<file path="src/rtl/alu_seq_core.sv">
// ============================================================================
// Module   : alu_seq_core
// Purpose  : Sequential arithmetic core for the UART calculator. Accepts one
//            operand pair and operator per valid/ready handshake and returns
//            a double-width result with status flags over a valid/ready
//            output handshake. Add/sub/div-by-zero finish in one cycle;
//            multiply (shift-add) and divide (restoring) iterate WIDTH times.
// Ports    : clk        - system clock, rising edge
//            rst        - asynchronous reset, active low
//            in_valid   - operand/operator present
//            in_ready   - core can accept (IDLE only)
//            a, b       - unsigned operands, WIDTH bits
//            op         - 00 add, 01 sub, 10 mul, 11 div
//            out_valid  - result/flags valid (DONE only)
//            out_ready  - consumer accepts result
//            result     - 2*WIDTH result word
//            carry      - add carry-out / sub borrow-out
//            div0       - divide-by-zero flag
//            busy       - high in CALC or DONE
// Revision : 1.0 - initial release
// ============================================================================
`default_nettype none

module alu_seq_core #(
  parameter int WIDTH = 8
) (
  input  logic               clk,
  input  logic               rst,
  input  logic               in_valid,
  output logic               in_ready,
  input  logic [WIDTH-1:0]   a,
  input  logic [WIDTH-1:0]   b,
  input  logic [1:0]         op,
  output logic               out_valid,
  input  logic               out_ready,
  output logic [2*WIDTH-1:0] result,
  output logic               carry,
  output logic               div0,
  output logic               busy
);

  localparam int            CW     = (WIDTH > 2) ? $clog2(WIDTH) : 1;
  localparam logic [CW-1:0] C_LAST = CW'(WIDTH - 1);

  localparam logic [1:0] C_OP_ADD = 2'b00;
  localparam logic [1:0] C_OP_SUB = 2'b01;
  localparam logic [1:0] C_OP_MUL = 2'b10;
  localparam logic [1:0] C_OP_DIV = 2'b11;

  typedef enum logic [1:0] {
    S_IDLE = 2'd0,
    S_CALC = 2'd1,
    S_DONE = 2'd2
  } state_t;

  state_t r_state;
  state_t w_next;

  logic [1:0]         r_op;
  logic [WIDTH-1:0]   r_b;        // divisor
  logic [CW-1:0]      r_cnt;      // iteration counter
  logic [2*WIDTH-1:0] r_acc;      // multiply accumulator
  logic [2*WIDTH-1:0] r_mcand;    // multiplicand, shifted left each iteration
  logic [WIDTH-1:0]   r_mplier;   // multiplier, consumed LSB-first
  logic [WIDTH-1:0]   r_rem;      // partial remainder
  logic [WIDTH-1:0]   r_quo;      // dividend bits shift out, quotient bits shift in
  logic [2*WIDTH-1:0] r_result;
  logic               r_carry;
  logic               r_div0;

  logic               w_accept;
  logic               w_last;
  logic               w_to_calc;
  logic [WIDTH:0]     w_sum;
  logic [WIDTH:0]     w_diff;
  logic [2*WIDTH-1:0] w_fast_result;
  logic               w_fast_carry;
  logic               w_fast_div0;
  logic [2*WIDTH-1:0] w_acc_next;
  logic [WIDTH:0]     w_rem_sh;
  logic               w_ge;
  logic [WIDTH-1:0]   w_rem_sub;
  logic [WIDTH-1:0]   w_rem_next;
  logic [WIDTH-1:0]   w_quo_next;

  assign w_accept  = in_valid && (r_state == S_IDLE);
  assign w_last    = (r_cnt == C_LAST);
  assign w_to_calc = (op == C_OP_MUL) || ((op == C_OP_DIV) && (b != '0));

  // Single-cycle results, computed straight from the inputs at accept time.
  assign w_sum  = {1'b0, a} + {1'b0, b};
  assign w_diff = {1'b0, a} - {1'b0, b};   // bit WIDTH is the borrow (a < b)

  always_comb begin
    w_fast_result = '0;
    w_fast_carry  = 1'b0;
    w_fast_div0   = 1'b0;
    case (op)
      C_OP_ADD: begin
        w_fast_result = {{(WIDTH-1){1'b0}}, w_sum};
        w_fast_carry  = w_sum[WIDTH];
      end
      C_OP_SUB: begin
        w_fast_result = {{WIDTH{1'b0}}, w_diff[WIDTH-1:0]};
        w_fast_carry  = w_diff[WIDTH];
      end
      C_OP_DIV: begin
        // Only reaches DONE directly when b == 0.
        w_fast_result = {a, {WIDTH{1'b1}}};
        w_fast_div0   = 1'b1;
      end
      default: ;
    endcase
  end

  // Shift-add multiply step.
  assign w_acc_next = r_mplier[0] ? (r_acc + r_mcand) : r_acc;

  // Restoring divide step: bring in the next dividend bit, subtract if it fits.
  // The subtraction is only kept when w_ge, so the low WIDTH bits suffice.
  assign w_rem_sh   = {r_rem, r_quo[WIDTH-1]};
  assign w_ge       = (w_rem_sh >= {1'b0, r_b});
  assign w_rem_sub  = w_rem_sh[WIDTH-1:0] - r_b;
  assign w_rem_next = w_ge ? w_rem_sub : w_rem_sh[WIDTH-1:0];
  assign w_quo_next = {r_quo[WIDTH-2:0], w_ge};

  // FSM state register
  always_ff @(posedge clk or negedge rst) begin
    if (!rst) begin
      r_state <= S_IDLE;
    end else begin
      r_state <= w_next;
    end
  end

  // FSM next-state and handshake outputs
  always_comb begin
    w_next    = r_state;
    in_ready  = 1'b0;
    out_valid = 1'b0;
    busy      = 1'b0;
    case (r_state)
      S_IDLE: begin
        in_ready = 1'b1;
        if (in_valid) begin
          w_next = w_to_calc ? S_CALC : S_DONE;
        end
      end
      S_CALC: begin
        busy = 1'b1;
        if (w_last) begin
          w_next = S_DONE;
        end
      end
      S_DONE: begin
        busy      = 1'b1;
        out_valid = 1'b1;
        if (out_ready) begin
          w_next = S_IDLE;
        end
      end
      default: begin
        w_next = S_IDLE;
      end
    endcase
  end

  // Datapath; result/flags change only on the edge entering DONE.
  always_ff @(posedge clk or negedge rst) begin
    if (!rst) begin
      r_op     <= '0;
      r_b      <= '0;
      r_cnt    <= '0;
      r_acc    <= '0;
      r_mcand  <= '0;
      r_mplier <= '0;
      r_rem    <= '0;
      r_quo    <= '0;
      r_result <= '0;
      r_carry  <= 1'b0;
      r_div0   <= 1'b0;
    end else begin
      case (r_state)
        S_IDLE: begin
          if (w_accept) begin
            r_op     <= op;
            r_b      <= b;
            r_cnt    <= '0;
            r_acc    <= '0;
            r_mcand  <= {{WIDTH{1'b0}}, a};
            r_mplier <= b;
            r_rem    <= '0;
            r_quo    <= a;
            if (!w_to_calc) begin
              r_result <= w_fast_result;
              r_carry  <= w_fast_carry;
              r_div0   <= w_fast_div0;
            end
          end
        end
        S_CALC: begin
          r_cnt <= r_cnt + 1'b1;
          if (r_op == C_OP_MUL) begin
            r_acc    <= w_acc_next;
            r_mcand  <= r_mcand << 1;
            r_mplier <= r_mplier >> 1;
          end else begin
            r_rem <= w_rem_next;
            r_quo <= w_quo_next;
          end
          if (w_last) begin
            r_result <= (r_op == C_OP_MUL) ? w_acc_next : {w_rem_next, w_quo_next};
            r_carry  <= 1'b0;
            r_div0   <= 1'b0;
          end
        end
        default: ;
      endcase
    end
  end

  assign result = r_result;
  assign carry  = r_carry;
  assign div0   = r_div0;

endmodule

`default_nettype wire

</file>
<file path="config.mk">
export PLATFORM = sky130hd
export DESIGN_NAME = alu_seq_core
export DESIGN_NICKNAME = d
export VERILOG_FILES = /design/src/rtl/alu_seq_core.sv
export SDC_FILE = /design/constraint.sdc
export NUM_CORES = 1
export LEC_CHECK = 0
export BUFFER_PORTS_ARGS = -buffer_cell sky130_fd_sc_hd__buf_2
export CAP_MARGIN = 10
export CORE_ASPECT_RATIO = 1.1
export CORE_MARGIN = 2
export CORE_UTILIZATION = 50
export DETAILED_ROUTE_END_ITERATION = 10
export PLACE_DENSITY = 0.77
export SYNTH_ARGS = -nofsm -noshare
export SYNTH_HDL_FRONTEND = slang
export SYNTH_SLANG_ARGS = --single-unit
</file>
<file path="constraint.sdc">
create_clock -name clk -period 2.35 [get_ports clk]
set_input_delay 0.1175 -clock clk [delete_from_list [all_inputs] [get_ports clk]]
set_output_delay 0.1175 -clock clk [all_outputs]
set_load 0.01 [all_outputs]
</file>
==> run metrics <==
status complete, but fails checks; violated checks setup timing; CP Launch Point r_mcand[0]$_DFFE_PN0P_; Die W 110 um; fraction of registers with async set or reset after synthesis 100%; worst-path fanout max 4; Worst path max stage delay 0.49 ns; Clock Latency Late Sink 0.35 ns; reg2reg end r_acc[12]$_DFFE_PN0P_; Post-synth EDFFs 0; share of cells above drive strength 1 23.3%; CP cell instances ha_2, fa_2, a21o_1, a311o_1, o211ai_1, nor2_1, or4_1, nand3_2, o21ai_1; Clk pin slew, worst setup/hold paths approximately 0.06 ns; MaxCap Viol Count 0; Post-Syn Area 0.00612 mm2; Hold WC Path Type primary input to flip-flop; Tmin final 2.48 ns; post-synthesis instance total slightly below 700; slew at the pin with the worst max-slew slack 0.697 ns; WL met3 1130 um; CP required 2.55 ns; final core utilization 62.7%; setup ws final -0.131 ns; maximum operating frequency around 400 MHz; Worst slew margin 53.0%; ys flop type dfrtp_1; final non-filler cell total 941; Nets 853; post-route antenna net violation count 0; Pins Over Slew Limit 0; clock root cell clkbuf_16; clk sink count 89; Post-Syn Nets 762; Die Y 120 um; area grow syn2layout 22.8%; leakage between 3 and 4 nW; Post-Place Cells 913; Hold Vio Cnt, Final 0; Antenna diodes 0; largest net degree at the start of global routing 47; Initial Util 51.1%; syn_area_per_cell 8.86 um2; RSZ-0062 raised after global routing true; critical path class flip-flop to flip-flop; # setup viols final 8; drt via density between 6 and 7; total global-route track usage between 20% and 30%; Num CTS Buffers 9; routed wire length 18,800 um; routed vias 5,850; Setup crit end kind flip-flop; site row count 42; H-tree levels 3; first-pass GRT wire length 29,700 um; DRC 0; wl on met1 8130 um; Worst EP arrival 2.69 ns; PwrDens 1250 mW/mm2; worst r2r path cells 9; antenna violations before repair 0; I/O Buffers 42; drt initial violations 463; fillcell total approximately 1,000; First-pass DRT Iterations 5; die area 0.0131 mm2; vias in the first global route about 5,600; CP startpoint kind flip-flop; # IOs 43; CTS max path bufs 2; worst vdd ir 807 uV; core area 0.0120 mm2; register-to-register setup slack -0.13 ns; routability-driven placement congestion ratio 0.986; Seq/Total Area, Yosys 36.4%; synth warn 0; clk_skew 0.0112 ns; highest metal used met4; #FFs+latches synth 89; TritonCTS clock tree built; met2 wire length about 8900 um; ratio of final minimum period to clock period 106%; Overflow after GRT 0; DP HPWL roughly 14,000 um; DR WL/cell 20.0 um; Cell variety after synth 74; Multi-input gate area 0.00378 mm2; Critical Path End r_acc[12]$_DFFE_PN0P_; DP Worst Slack -0.204 ns; CP max-delay cell or4_1; reg2reg start r_mcand[0]$_DFFE_PN0P_; FF+latch area 0.00223 mm2
-- repair_timing --
action / 4_1_cts / 5_1_grt
setup buffers: 8 / 3
cloned: 0 / 0
pin swaps: 13 / 21
endpoints found under the setup margin: 17 / 42
endpoints found under the hold margin: 45 / 0
hold buffers: 1 / 0
resized for setup: 26 / 25
-- cells in the mapped netlist (all sizes together), types with 4 or more instances --
library cell,instances,area [um2]
nand3,10,50.1
clkbuf,23,86.3
a31oi,10,68.8
nor2b,13,81.3
mux2,4,45.0
a22o,21,184
nor2,47,181
buf,13,81.3
ha,45,563
a211oi,9,77.6
mux2i,16,160
o211ai,5,37.5
a21oi,53,265
a221o,6,60.1
nor3,12,65.1
o21ai,75,375
o31ai,5,42.5
a21o,10,75.1
dfrtp,89,2230
nand2b,4,25.0
nand2,80,300
xnor2,10,87.6
fa,4,80.1
nor3b,7,52.6
xor2,9,78.8
and3,7,48.8
inv,37,139
o21a,8,60.1
nand4,4,25.0
-- cells in the final DEF (no fill, tap or decap), types with 7 or more instances in the layout --
cell type | netlist | layout
dfrtp_1 | 89 | 89
nand2_1 | 80 | 79
buf_4 | 2 | 69
o21ai_0 | 72 | 62
a21oi_1 | 53 | 46
nor2_1 | 45 | 42
buf_2 | 8 | 41
ha_1 | 45 | 39
inv_1 | 37 | 35
a22o_1 | 21 | 21
mux2i_1 | 16 | 15
nor2b_1 | 13 | 13
o21ai_1 | 3 | 11
nor3_1 | 11 | 10
xnor2_1 | 10 | 10
a21o_1 | 10 | 10
nand3_1 | 10 | 9
clkbuf_16 | 0 | 9
o21a_1 | 8 | 8
xor2_1 | 9 | 8
a31oi_1 | 9 | 8
a21oi_2 | 0 | 7
nor3b_1 | 7 | 7
-- worst max-delay path, delay by kind of cell, from the launching register on --
| family | cells | cell delay (ns) |
|---|---|---|
| AOI/OAI and AO/OA | 4 | 0.67 |
| DFF | 1 | 0.40 |
| and+or+nand+nor | 3 | 0.68 |
| adders and majority gates | 2 | 0.58 |
-- through the flow --
step | area [um2] | power, mW | hold slack [ns] | TNS [ns]
2_1_floorplan | 6130 | 5.36 | -0.178 | 0
3_3_place_gp | 6860 | 6.83 | 0.162 | -0.358
3_5_place_dp | 6860 | 6.97 | 0.173 | -1.09
4_1_cts | 7390 | 9.05 | 0.0567 | -0.653
5_1_grt | 7520 | 9.96 | 0.0757 | -1.60
6_report | 7520 | 9.40 | 0.0628 | -0.613
-- final cells by class --
class | instances | area share, %
Multi-Input combinational cell | 529 | 50.3
Sequential cell | 89 | 29.6
Clock inverter | 4 | 1.30
Timing Repair Buffer | 116 | 10.8
Clock buffer | 12 | 3.55
Tap cell | 154 | 2.56
Inverter | 37 | 1.85
-- per-layer routing --
metal  global-route usage [%]  vias to the layer above
met5                        0                        -
met4                     13.2                        0
met3                     4.13                       52
met2                     45.7                      246
met1                     40.8                     2868
li1                         -                     2684
-- logic make-up (layout without fill, tap and decap cells) --
logic type / after synthesis / in the layout / synth area share, %
compound gates: 241 / 241 / 26.6
simple gates: 200 / 200 / 15.5
flops: 89 / 89 / 36.4
buf+inv: 73 / 169 / 5.01
fa+ha+maj: 49 / 49 / 10.5
mux: 20 / 20 / 3.35
xor+xnor: 19 / 19 / 2.72
-- power by group --
group,internal [mW],leakage (nW),total (mW),switching [mW]
Sequential,2.06,1.15,2.46,0.395
Clock,1.13,0.175,1.75,0.618
Combinational,2.25,2.15,5.20,2.95
Total,5.44,3.47,9.40,3.96
-- flip-flops by register name, indices dropped and copies added, names as in the netlist --
signal,cells
r_op,2
r_cnt,3
div0,1
r_quo,8
result,16
r_mcand,16
r_rem,8
r_acc,16
r_mplier,8
r_b,8
carry,1
r_state,2
-- worst min-delay path by stage --
stage / start / end / slack, ns / depth (start not counted)
5_1_grt: b[7] / r_mplier[7]$_DFFE_PN0P_ / 0.08 / 2
3_3_place_gp: rst / r_acc[2]$_DFFE_PN0P_ / 0.16 / 1
3_5_place_dp: rst / r_acc[2]$_DFFE_PN0P_ / 0.17 / 1
4_1_cts: b[7] / r_mplier[7]$_DFFE_PN0P_ / 0.06 / 2
6_report: b[7] / r_mplier[7]$_DFFE_PN0P_ / 0.06 / 2
2_1_floorplan: rst / carry$_DFFE_PN0P_ / -0.18 / 0
(Power assumes the default switching activity.)
